### config.mk
export PLATFORM = sky130hd
export DESIGN_NAME = lfsr_gen
export DESIGN_NICKNAME = d
export VERILOG_FILES = /design/src/rtl/lfsr_pkg.sv /design/src/rtl/lfsr_period_mon.sv /design/src/rtl/lfsr_gen.sv
export SDC_FILE = /design/constraint.sdc
export NUM_CORES = 1
export LEC_CHECK = 0
export ABC_AREA = 1
export CAP_MARGIN = 20
export CELL_PAD_IN_SITES_DETAIL_PLACEMENT = 0
export CELL_PAD_IN_SITES_GLOBAL_PLACEMENT = 2
export CORE_ASPECT_RATIO = 0.75
export CORE_MARGIN = 10
export CORE_UTILIZATION = 23
export DETAILED_ROUTE_END_ITERATION = 16
export PLACE_DENSITY = 0.89
export SYNTH_ARGS = -nofsm -noshare
export SYNTH_HDL_FRONTEND = slang
export SYNTH_SLANG_ARGS = --single-unit
### constraint.sdc
create_clock -name clk -period 2.9 [get_ports clk]
set_input_delay 0.29 -clock clk [delete_from_list [all_inputs] [get_ports clk]]
set_output_delay 0.29 -clock clk [all_outputs]
set_load 0.005 [all_outputs]
### src/rtl/lfsr_pkg.sv
// lfsr_pkg: shared constants and single-step function for the LFSR generator family.
`default_nettype none

package lfsr_pkg;

  localparam int MODE_FIBONACCI = 0;
  localparam int MODE_GALOIS    = 1;

  // Maximal-length tap masks for common widths
  localparam logic [3:0]  W4  = 4'h9;
  localparam logic [7:0]  W8  = 8'hB8;
  localparam logic [15:0] W16 = 16'hB400;

  // One LFSR step on a right-aligned state of the given width (1..32).
  function automatic logic [31:0] next_state(input logic [31:0] state,
                                             input logic [31:0] taps,
                                             input logic        mode,
                                             input int unsigned width);
    logic [31:0] mask;
    logic [31:0] s;
    logic [31:0] result;
    logic        fb;
    mask = (width >= 32) ? 32'hFFFF_FFFF : ((32'd1 << width) - 32'd1);
    s    = state & mask;
    if (!mode) begin
      fb     = ^(s & taps);
      result = ((s << 1) | {31'd0, fb}) & mask;
    end else begin
      fb     = |(s & (32'd1 << (width - 1)));
      result = ((s << 1) & mask) ^ (fb ? (taps & mask) : 32'd0);
    end
    return result;
  endfunction

endpackage

`default_nettype wire

### src/rtl/lfsr_period_mon.sv
// lfsr_period_mon: counts steps until the state returns to the last start value.
`default_nettype none

module lfsr_period_mon #(
  parameter int               WIDTH = 8,
  parameter logic [WIDTH-1:0] SEED  = 8'h01
) (
  input  logic             clk,
  input  logic             rst,
  input  logic             load,
  input  logic [WIDTH-1:0] load_val,
  input  logic             step,
  input  logic [WIDTH-1:0] next_val,
  output logic             period_done,
  output logic [WIDTH-1:0] period
);

  logic [WIDTH-1:0] start;
  logic [WIDTH-1:0] count;

  always_ff @(posedge clk) begin
    if (rst) begin
      start       <= SEED;
      count       <= '0;
      period      <= '0;
      period_done <= 1'b0;
    end else begin
      period_done <= 1'b0;
      if (load) begin
        start <= load_val;
        count <= '0;
      end else if (step) begin
        // Wrap: the step that lands back on start closes the period
        if (next_val == start) begin
          period      <= count + WIDTH'(1);
          period_done <= 1'b1;
          count       <= '0;
        end else begin
          count <= count + WIDTH'(1);
        end
      end
    end
  end

endmodule

`default_nettype wire

### src/rtl/lfsr_gen.sv
// lfsr_gen: parametrised Fibonacci/Galois LFSR with seed load, lockup flag and zero-seed guard.
// Optional period monitor when LFSR_PERIOD_CNT_EN is defined.
`default_nettype none

module lfsr_gen
  import lfsr_pkg::*;
#(
  parameter int               WIDTH = 8,
  parameter logic [WIDTH-1:0] TAPS  = 8'hB8,
  parameter logic [WIDTH-1:0] SEED  = 8'h01,
  parameter int               MODE  = 0
) (
  input  logic             clk,
  input  logic             rst,
  input  logic             en,
  input  logic             load,
  input  logic [WIDTH-1:0] seed_in,
  output logic [WIDTH-1:0] out,
  output logic             bit_out,
  output logic             lockup,
  output logic             seed_err
`ifdef LFSR_PERIOD_CNT_EN
  ,
  output logic             period_done,
  output logic [WIDTH-1:0] period
`endif
);

  if (SEED == '0) begin : g_chk_seed
    $error("lfsr_gen: SEED must be non-zero");
  end
  if (!TAPS[WIDTH-1]) begin : g_chk_msb
    $error("lfsr_gen: TAPS[WIDTH-1] must be set");
  end
  if (MODE == MODE_GALOIS && !TAPS[0]) begin : g_chk_galois
    $error("lfsr_gen: Galois mode requires TAPS[0] set");
  end

  logic [WIDTH-1:0] state;
  logic [WIDTH-1:0] step_val;
  logic [WIDTH-1:0] load_val;

  assign step_val = WIDTH'(next_state(32'(state), 32'(TAPS), MODE == MODE_GALOIS, WIDTH));
  // A zero seed would lock the register, so it falls back to SEED
  assign load_val = (seed_in != '0) ? seed_in : SEED;

  always_ff @(posedge clk) begin
    if (rst) begin
      state    <= SEED;
      seed_err <= 1'b0;
    end else begin
      seed_err <= 1'b0;
      if (load) begin
        state    <= load_val;
        seed_err <= (seed_in == '0);
      end else if (en) begin
        state <= step_val;
      end
    end
  end

  assign out     = state;
  assign bit_out = state[WIDTH-1];
  assign lockup  = (state == '0);

`ifdef LFSR_PERIOD_CNT_EN
  lfsr_period_mon #(
    .WIDTH (WIDTH),
    .SEED  (SEED)
  ) u_period_mon (
    .clk         (clk),
    .rst         (rst),
    .load        (load),
    .load_val    (load_val),
    .step        (en & ~load),
    .next_val    (step_val),
    .period_done (period_done),
    .period      (period)
  );
`endif

endmodule

`default_nettype wire

=== Yosys cells after proc, flatten, opt, wreduce, memory -nomap -nowiden ===
Cells that the tools add are included.

* Bits in registers: 9
* Output and inout bits: 11

* Multiplexer cells: 3
* Bitwise operators: 2
* Reduce and logical (&&, ||, !) cells: 6

{| class="wikitable"
|+ Operators with widths
! operator !! count
|-
| $reduce_xor 32->1 || 1
|-
| $mux 8 || 3
|-
| $logic_not 8->1 || 2
|-
| $or 8x1->8 || 1
|-
| $reduce_bool 8->1 || 1
|-
| $reduce_bool 2->1 || 1
|-
| $reduce_or 2->1 || 1
|-
| $not 1->1 || 1
|}

=== Logic depth before layout (Yosys ltp) ===
Gate-level depths: netlist (run 1).

* Word-level depth: 4
* Gate-level depth with buffers: 9

=== Least setup slack after synthesis (run 1) ===
Ideal clock, no wire load.

* Kind: register to register
* From: register state[4], in the netlist out[4]
* To: register state[0], in the netlist out[0]
* Library setup time: 0.113 ns
* Arrival: 1.190 ns
* Required time: 2.787 ns
* Path slack: 1.597 ns
* Stages on the path, launching flop included: 10
* Path buffers: 0
* Period minus slack after synthesis: 1.303 ns
* Cell sequence: dfxtp_1 > inv_1 > ha_1 > or2_1 > nand2_1 > nand2_1 > nand3_1 > nand2_1 > nand2_1 > nand2_1

* Word-level cells in the longest chain between the ends: 4

{| class="wikitable"
|+ RTL lines
! item !! line !! RTL
|-
| start: declaration || lfsr_gen.sv:39 || <nowiki>logic [WIDTH-1:0] state;</nowiki>
|-
| start signal: assignment || lfsr_gen.sv:54 || <nowiki>state <= load_val;</nowiki>
|-
| start signal: assignment || lfsr_gen.sv:57 || <nowiki>state <= step_val;</nowiki>
|-
| $reduce_xor 32->1 || lfsr_pkg.sv:26 || <nowiki>fb = ^(s & taps);</nowiki>
|-
| $or 8x1->8 || lfsr_pkg.sv:27 || <nowiki>result = ((s << 1) | {31'd0, fb}) & mask;</nowiki>
|-
| $mux 8 || lfsr_gen.sv:56 || <nowiki>end else if (en) begin</nowiki>
|-
| $mux 8 || lfsr_gen.sv:53 || <nowiki>if (load) begin</nowiki>
|}

Every way passes these cells. The select of a mux whose other input is x is not followed.
A chain may end at the register's enable or synchronous reset.

=== Worst setup path in the final report (run 1) ===
* From: register state[5], in the netlist out[5]
* To: output port lockup

* Word-level cells in the longest chain between the ends: 1

{| class="wikitable"
|+ RTL lines
! item !! line !! RTL
|-
| $logic_not 8->1 || lfsr_gen.sv:64 || <nowiki>assign lockup = (state == '0);</nowiki>
|-
| end: declaration || lfsr_gen.sv:20 || <nowiki>output logic lockup,</nowiki>
|}

Every way passes these cells.

==> impl_metrics.csv, run 1 <==
group,metric,value,unit
cts,cts_tree,"yes",
cts,clkSinkCount,9,
placed_design,routabilityCongestion,0.768,
timing,slew_violations,0,
pwr,p_switching,94.5,uW
cts,htree_levels,1,
worst_setup_path,cpPeakStageDelay,0.55,ns
placed_design,hpwl,1300,um
cts,cts-buffers-inserted,3,
worst_setup_path,timing.rr.end,"out[0]",
floorplan,die_y,61.5,um
pwr,power.leakage,0.000302,uW
routing,drcViolationCount,0,
timing,clock.fmax,507,MHz
logic_synthesis,yosysUniqueCellTypes,19,
routing,drtPass1Iterations,3,
pwr,vdd_drop_max,158,uV
placed_design,placed_cells,108,
timing,finalSetupViolations,0,
floorplan,die_w,75.3,um
worst_setup_path,reg2regPathDepth,9,
cts,clk_pin_slew,0.06,ns
grt,grt_max_degree,11,
logic_synthesis,synth_fp_nets,78,
timing,slew_headroom,74.2,%
worst_setup_path,reg2reg_from,"out[4]",
worst_setup_path,cp_top_family,"buffers and inverters",
cells_and_area,layout-drive-gt1-share,14.8,%
grt,grt-ovfl-total,0,
cells_and_area,area_growth,46.7,%
pwr,powerDensity,426,mW/mm^2
placed_design,port_buffers,22,
pwr,p_int,235,uW
cells_and_area,final_common_cell,"clkdlybuf4s50_1",
timing,min_period,1.97,ns
timing,fin_crit_sh,68.0,%
routing,final_antenna_net_count,0,
worst_setup_path,cp-end-kind,"output pin",
pwr,pwr-share-comb,27.3,%
routing,finalWirelength,1590,um
worst_hold_path,min_path_type,"register to register",
worst_setup_path,crit_fanout,3,
floorplan,initial_core_util,25.1,%
pwr,swShare,28.6,%
timing,rsz0062_at_grt,"false",
worst_setup_path,path_depth,5,
floorplan,io_pins,23,
routing,vias,520,
worst_setup_path,cp_slowest_cell,"clkdlybuf4s50_1",
pwr,p_clk_share,29.1,%
grt,grt_use_total,7.56,%
routing,drt-wirelength-per-cell,14.2,um
cells_and_area,fin_cells,112,
cells_and_area,layout_common_cells,"clkdlybuf4s50_1, nor2_1, nand2_1, dfxtp_1",
routing,drt_iter0_markers,17,
grt,grt_pass1_wl,2530,um
worst_setup_path,cp.required,2.61,ns
floorplan,die_area,0.00463,mm^2
cts,cts_resized,0,
cts,clock-root-buffer,"clkbuf_4",
worst_setup_path,crit_type,"register to output pin",
cells_and_area,final_nets,102,
logic_synthesis,ys_ff_latch,9,
grt,grt_antenna_before_repair,0,
run_status,status,"completed",
worst_setup_path,worstPathArrival,1.68,ns
timing,finalClockSkew,0.00495,ns
timing,finalHoldViolCount,0,
worst_setup_path,cp.buffers_inverters,2,
timing,worst_slew_pin_slew,0.386,ns
worst_setup_path,cp-startpoint,"out[5]",
timing,setup_tns,0,ns
worst_setup_path,crit_chain,"inv_1, ha_1, nand3_1, nor4_1, clkdlybuf4s50_1",
placed_design,place_area,748,um^2
routing,viasPerCell,4.64,
logic_synthesis,syn_area,528,um^2
floorplan,core_area,0.00210,mm^2
floorplan,rows,14,
cts,cts_hold_buf,0,
cts,clk_latency,0.26,ns
cts,post-cts-setup-buffers,0,
pwr,seqPwrFrac,43.5,%
worst_setup_path,endpoint,"lockup",
logic_synthesis,syn_area_per_cell,8.12,um^2
cells_and_area,antenna-diode-count,0,
logic_synthesis,yosysWarnings,0,
worst_setup_path,reg2reg_setup_slack,1.47,ns
cells_and_area,finalInstanceArea,774,um^2
logic_synthesis,ys_seq_area_share,34.1,%
worst_setup_path,start_kind,"register",
logic_synthesis,syn_inst,65,
cts,clk_path_buf_depth,2,
flow_run,max_cap_viol_count,0,
grt,grt_pass1_vias,482,
[worst min-delay path by stage]
stage / slack (ns) / cells after the start / endpoint / startpoint
floorplan: 0.37 / 1 / seed_err / rst
detailed placement: 0.52 / 2 / out[0] / out[0]
global placement: 0.52 / 2 / out[4] / out[4]
finish: 0.53 / 2 / out[4] / out[4]
global route: 0.56 / 2 / out[4] / out[4]
CTS: 0.53 / 2 / out[4] / out[4]
[per-layer routing]
metal  up-vias  share of wire, %  GRT usage (%)
met1       235                49           9.90
li1        272                 -              -
met5         -                 0              0
met3         2               5.0           1.61
met2        11                44           9.92
met4         0               2.4           7.12
[synth_stat cells]
library cell,number,area share [%]
buf_4,1,1.4
o21ai_0,6,5.7
nand3_1,3,2.8
dfxtp_1,9,34
nor2_1,12,8.5
or2_4,1,1.7
nor4_1,2,2.4
a21oi_1,2,1.9
inv_1,6,4.3
or2_1,1,1.2
inv_6,1,1.7
clkinv_2,1,0.95
a21oi_2,1,1.7
nand2_1,9,6.4
o221ai_2,2,5.7
buf_6,2,4.3
a311oi_1,1,1.7
ha_1,1,2.4
a221oi_2,4,11
[power by group through the flow]
stage	combinational (uW)	sequential (uW)	clock, uW
after CTS	91.2	144	102
after floorplan	46.4	145	0
final	90.1	144	96.2
after global placement	90.9	146	0
after detailed placement	90.8	147	0
after global routing	100	145	111
[kinds of logic (layout without fill, tap and decap cells)]
| logic type | after synthesis | after routing | share of synthesized area, % |
|---|---|---|---|
| compound gates | 16 | 16 | 28.0 |
| fa+ha+maj | 1 | 1 | 2.37 |
| buf+inv | 11 | 34 | 12.6 |
| flops | 9 | 9 | 34.1 |
| simple gates | 28 | 28 | 23.0 |
[worst register-to-register path: stages (launching register included)]
cell,delay [ns]
dfxtp_1,0.36
inv_1,0.08
ha_1,0.30
or2_1,0.23
nand2_1,0.06
nand2_1,0.05
nand3_1,0.07
nand2_1,0.06
nand2_1,0.07
nand2_1,0.04
[cell type report]
cell class / count / area (um^2)
clock buffers: 4 / 26.3
well taps: 24 / 30.0
flip-flops and latches: 9 / 180
fillers: 238 / 1330
inverters: 8 / 36.3
repair buffers: 22 / 220
multi-input cells: 45 / 282
[stage by stage]
step / utilization, % / total power (uW) / setup slack, ns / hold WS [ns]
2_1_floorplan: - / 191 / 1.60 / 0.367
3_3_place_gp: 35.6 / 237 / 1.24 / 0.524
3_5_place_dp: 35.6 / 238 / 1.21 / 0.524
4_1_cts: 36.8 / 337 / 0.907 / 0.533
5_1_grt: 36.8 / 356 / 0.806 / 0.562
6_report: 36.8 / 330 / 0.927 / 0.529
[registers in the layout (all words and copies together), names as in the netlist]
register and count:
out 8, seed_err 1
No activity file was read; power rests on OpenSTA's default activity.
==> run 2: changes to the inputs <==
--- a/config.mk
+++ b/config.mk
@@ -11,9 +11,9 @@
 export CELL_PAD_IN_SITES_GLOBAL_PLACEMENT = 2
 export CORE_ASPECT_RATIO = 0.75
 export CORE_MARGIN = 10
-export CORE_UTILIZATION = 23
+export CORE_UTILIZATION = 21
 export DETAILED_ROUTE_END_ITERATION = 16
-export PLACE_DENSITY = 0.89
+export PLACE_DENSITY = 0.83
 export SYNTH_ARGS = -nofsm -noshare
 export SYNTH_HDL_FRONTEND = slang
 export SYNTH_SLANG_ARGS = --single-unit
==> constraint.sdc (replaced) <==
create_clock -name clk -period 1.9 [get_ports clk]
set_input_delay 0.19 -clock clk [delete_from_list [all_inputs] [get_ports clk]]
set_output_delay 0.19 -clock clk [all_outputs]
set_load 0.005 [all_outputs]
==> impl_metrics.csv, run 2 (same netlist as run 1, synthesis figures left out) <==
group,metric,value,unit
run_status,status,"completed",
floorplan,rows,15,
cts,clk_pin_slew,0.07,ns
cts,clkSinkCount,9,
worst_setup_path,crit_fanout,3,
routing,final_antenna_net_count,0,
cells_and_area,n_fill_cell,266,
timing,clock.fmax,698,MHz
floorplan,die_w,77.9,um
cts,htree_levels,1,
cells_and_area,final_common_cell,"clkdlybuf4s50_1",
worst_hold_path,min_path_type,"register to register",
cts,clock-root-buffer,"clkbuf_4",
timing,timing.final.ws_setup,0.468,ns
timing,rsz0062_at_grt,"false",
cells_and_area,final_nets,104,
cts,cts-buffers-inserted,3,
grt,grt_antenna_before_repair,0,
floorplan,initial_core_util,22.5,%
grt,grt-ovfl-total,0,
timing,worst_slew_pin_slew,0.276,ns
worst_setup_path,cp.required,1.71,ns
worst_setup_path,reg2regPathDepth,9,
grt,grt_pass1_wl,2860,um
worst_hold_path,holdPathEnd,"out[4]",
cells_and_area,layout_common_cells,"clkdlybuf4s50_1, nor2_1, nand2_1, dfxtp_1",
worst_setup_path,reg2reg_from,"out[4]",
floorplan,die_y,63.4,um
timing,min_period,1.43,ns
routing,drt-wirelength-per-cell,13.4,um
worst_hold_path,whs_path_depth,2,
worst_setup_path,timing.rr.end,"out[0]",
placed_design,hpwl,1380,um
placed_design,routabilityCongestion,0.778,
pwr,powerDensity,634,mW/mm^2
routing,viasPerCell,4.35,
timing,finalHoldViolCount,0,
floorplan,die_area,0.00494,mm^2
cts,clk_latency,0.27,ns
cells_and_area,layout-drive-gt1-share,18.9,%
cells_and_area,finalInstanceArea,812,um^2
cells_and_area,fin_cells,124,
worst_hold_path,hold_start,"out[4]",
pwr,power.leakage,0.000333,uW
placed_design,place_area,776,um^2
timing,fin_crit_sh,75.4,%
worst_setup_path,start_kind,"register",
flow_run,max_cap_viol_count,0,
timing,setup_tns,0,ns
grt,grt_use_total,7.15,%
routing,drtPass1Iterations,4,
floorplan,core_area,0.00235,mm^2
routing,drcViolationCount,0,
cells_and_area,antenna-diode-count,0,
timing,finalSetupViolations,0,
routing,drt_iter0_markers,33,
placed_design,placed_cells,120,
routing,vias,539,
worst_setup_path,worstPathArrival,1.24,ns
grt,grt_pass1_vias,619,
pwr,vdd_drop_max,181,uV
timing,slew_violations,0,
worst_setup_path,crit_type,"register to output pin",
worst_setup_path,cp-end-kind,"output pin",
timing,slew_headroom,81.6,%
grt,grt_max_degree,11,
worst_setup_path,reg2reg_setup_slack,0.49,ns
cells_and_area,largest_reg_flops,8,
routing,finalWirelength,1660,um
cts,clk_path_buf_depth,2,
cells_and_area,area_growth,53.8,%
cts,cts_tree,"yes",
placed_design,post-place-ws,0.317,ns
timing,finalClockSkew,0.00990,ns
floorplan,io_pins,23,
cells_and_area,final_util,34.6,%
placed_design,port_buffers,22,
[run 2: changes by cell type in the layout (fill, tap and decap cells not counted), sizes merged]
| cell | change |
|---|---|
| buf | +2 |
| clkbuf | -1 |
| clkdlybuf4s50 | -1 |
| clkinv | +1 |
| dlymetal6s2s | +1 |
[run 2: stage by stage]
step	power [uW]	hold WS, ns
floorplan	292	0.267
global placement	366	0.504
detailed placement	367	0.520
CTS	522	0.531
global route	558	0.563
finish	515	0.525
[run 2: worst max path at each step]
| stage | startpoint | end | slack [ns] | depth (start not counted) |
|---|---|---|---|---|
| floorplan | out[4] | out[0] | 0.60 | 9 |
| global placement | out[5] | lockup | 0.35 | 5 |
| detailed placement | out[5] | lockup | 0.32 | 5 |
| CTS | out[5] | lockup | 0.01 | 5 |
| global route | out[4] | out[0] | 0.34 | 9 |
| finish | out[5] | lockup | 0.47 | 5 |
[run 2: power by group]
group	internal (uW)	leakage, uW	switching [uW]
registers	203	0.0000748	16.3
logic	78.2	0.000241	63.8
clock network	77.8	0.0000177	75.6
total	359	0.000333	156
[run 2: critical path, cell delays in order (launching register included)]
cell and delay (ns):
dfxtp_1 0.32, inv_1 0.12, ha_1 0.16, nand3_1 0.10, nor4_2 0.12, dlymetal6s2s_1 0.16
[run 2: layout make-up]
| class | count | area (um^2) | share of cell area [%] |
|---|---|---|---|
| multi-input cells | 45 | 288 | 35.4 |
| repair buffers | 24 | 238 | 29.3 |
| flip-flops and latches | 9 | 180 | 22.2 |
| well taps | 34 | 42.5 | 5.24 |
| inverters | 8 | 36.3 | 4.47 |
| clock buffers | 3 | 22.5 | 2.77 |
| clock inverters | 1 | 5.00 | 0.616 |
[run 2: metal layers]
metal	track usage, %	share of wire (%)	vias up
li1	-	-	273
met4	2.01	0.84	0
met2	11.1	41	21
met5	0	0	-
met3	4.39	9.5	2
met1	8.03	49	243
[run 2: repair_timing]
action	CTS	global route
setup endpoints to repair	0	1
setup buffers	0	0
gates resized for setup	0	2
hold buffers	0	0
==> run 3: changes to the inputs <==
==> constraint.sdc (replaced) <==
create_clock -name clk -period 1.4 [get_ports clk]
set_input_delay 0.14 -clock clk [delete_from_list [all_inputs] [get_ports clk]]
set_output_delay 0.14 -clock clk [all_outputs]
set_load 0.005 [all_outputs]
==> impl_metrics.csv, run 3 (same netlist as run 1, synthesis figures left out) <==
group,metric,value,unit
run_status,status,"completed",
grt,grt_util_met2,10.4,%
placed_design,hpwl,1420,um
worst_setup_path,worstPathArrival,1.23,ns
worst_setup_path,cp_top_family,"buffers and inverters",
floorplan,die_y,63.4,um
timing,finalClockSkew,0.00207,ns
pwr,total_power,747,uW
floorplan,initial_core_util,22.5,%
routing,drtPass1Iterations,4,
placed_design,place_area,851,um^2
placed_design,post-place-ws,-0.0990,ns
routing,drt-wirelength-per-cell,13.2,um
worst_setup_path,cp.required,1.26,ns
routing,drcViolationCount,0,
cts,cts_tree,"yes",
timing,slew_violations,0,
cells_and_area,largest_reg_flops,8,
pwr,power.leakage,0.000432,uW
worst_setup_path,crit_type,"register to output pin",
cts,clk_pin_slew,0.07,ns
timing,finalHoldViolCount,0,
floorplan,core_area,0.00235,mm^2
timing,slew_headroom,83.6,%
timing,fin_crit_sh,97.8,%
worst_setup_path,cp.buffers_inverters,2,
cells_and_area,n_fill_cell,264,
grt,grt_antenna_before_repair,0,
floorplan,die_w,77.9,um
cells_and_area,final_common_cell,"clkdlybuf4s50_1",
cells_and_area,finalInstanceArea,916,um^2
floorplan,rows,15,
routing,drt_iter0_markers,51,
grt,grt_max_degree,11,
cells_and_area,area_growth,73.5,%
worst_hold_path,min_path_type,"primary input to register",
timing,finalSetupViolations,0,
routing,viasPerCell,4.40,
grt,grt_use_total,7.26,%
cts,clkSinkCount,9,
worst_setup_path,reg2reg_from,"out[4]",
grt,top_usage_layer,"met2",
grt,gr-usage-met1,9.13,%
worst_hold_path,hold_start,"rst",
cts,htree_levels,1,
worst_setup_path,cpPeakStageDelay,0.50,ns
timing,worst_slew_pin_slew,0.245,ns
cells_and_area,final_nets,115,
routing,final_antenna_net_count,0,
cts,clk_latency,0.27,ns
floorplan,die_area,0.00494,mm^2
timing,clock.fmax,730,MHz
worst_setup_path,start_kind,"register",
cts,clk_path_buf_depth,2,
floorplan,io_pins,23,
pwr,vdd_drop_max,304,uV
worst_setup_path,cp_slowest_cell,"clkdlybuf4s50_1",
worst_setup_path,cp-end-kind,"output pin",
cells_and_area,antenna-diode-count,0,
placed_design,port_buffers,22,
timing,hold_ws,0.511,ns
worst_setup_path,crit_fanout,3,
cells_and_area,layout_common_cells,"clkdlybuf4s50_1, buf_4, nor2_1",
cts,clock-root-buffer,"clkbuf_4",
timing,timing.final.ws_setup,0.0308,ns
pwr,powerDensity,815,mW/mm^2
worst_setup_path,cp-startpoint,"out[1]",
flow_run,max_cap_viol_count,0,
grt,grt_pass1_vias,588,
timing,min_period,1.37,ns
worst_setup_path,crit_chain,"buf_4, clkdlybuf4s50_1",
cells_and_area,layout-drive-gt1-share,35.6,%
grt,use_met3,4.25,%
routing,finalWirelength,1790,um
cts,cts-buffers-inserted,3,
routing,vias,594,
cts,cts_hold_buf,0,
grt,grt_pass1_wl,2850,um
placed_design,routabilityCongestion,0.778,
grt,grt-ovfl-total,0,
run 3: cell count changes in the layout (fill, tap and decap cells not counted), sizes merged:
cell	delta
clkinv	-1
dlymetal6s2s	+4
clkbuf	+1
clkdlybuf4s50	-5
buf	+12
run 3: routing by layer:
metal  vias up  routed length (um)
li1        298                   -
met1       268                 868
met2        26                 740
met3         2                 167
met4         0                  11
met5         -                   0
run 3: path summary, 6_finish.rpt:
check | slack [ns] | to | cells after the start
max | 0.03 | out[1] | 2
min | 0.51 | seed_err | 2
max reg2reg | 0.12 | out[0] | 9
min reg2reg | 0.53 | out[3] | 2
run 3: worst reg2reg max path: stages (launching register included):
cell,delay (ns)
dfxtp_2,0.34
inv_2,0.05
ha_4,0.23
or2_1,0.23
nand2_1,0.06
nand2_1,0.04
nand3_1,0.07
nand2_1,0.06
nand2_1,0.06
nand2_1,0.05
run 3: final cells by class:
cell class	count	area, um^2	area share (%)
timing repair buffer	35	325	35.5
multi-input combinational	45	299	32.7
sequential	9	186	20.4
tap	34	42.5	4.64
inverter	8	36.3	3.96
clock buffer	4	26.3	2.87
run 3: what timing repair did:
| action | in CTS | in global routing |
|---|---|---|
| setup buffers | 1 | 0 |
| pin swaps | 1 | 2 |
| setup endpoints to repair | 2 | 8 |
| resized for setup | 9 | 9 |
run 3: power by group:
| part | internal, uW | leakage [uW] | total (uW) | switching [uW] |
|---|---|---|---|---|
| sequential | 278 | 0.0000756 | 290 | 11.8 |
| combinational | 137 | 0.000341 | 246 | 108 |
| clock | 110 | 0.0000150 | 211 | 101 |
| total | 526 | 0.000432 | 747 | 221 |
run 3: metrics by stage:
stage          TNS (ns)  cells  util [%]
6_report              0    135      39.0
5_1_grt         -0.0110    135      39.0
4_1_cts         -0.0170    135      37.7
3_5_place_dp    -0.0990    130      36.3
3_3_place_gp    -0.0482    130      36.3
2_1_floorplan         0     65         -
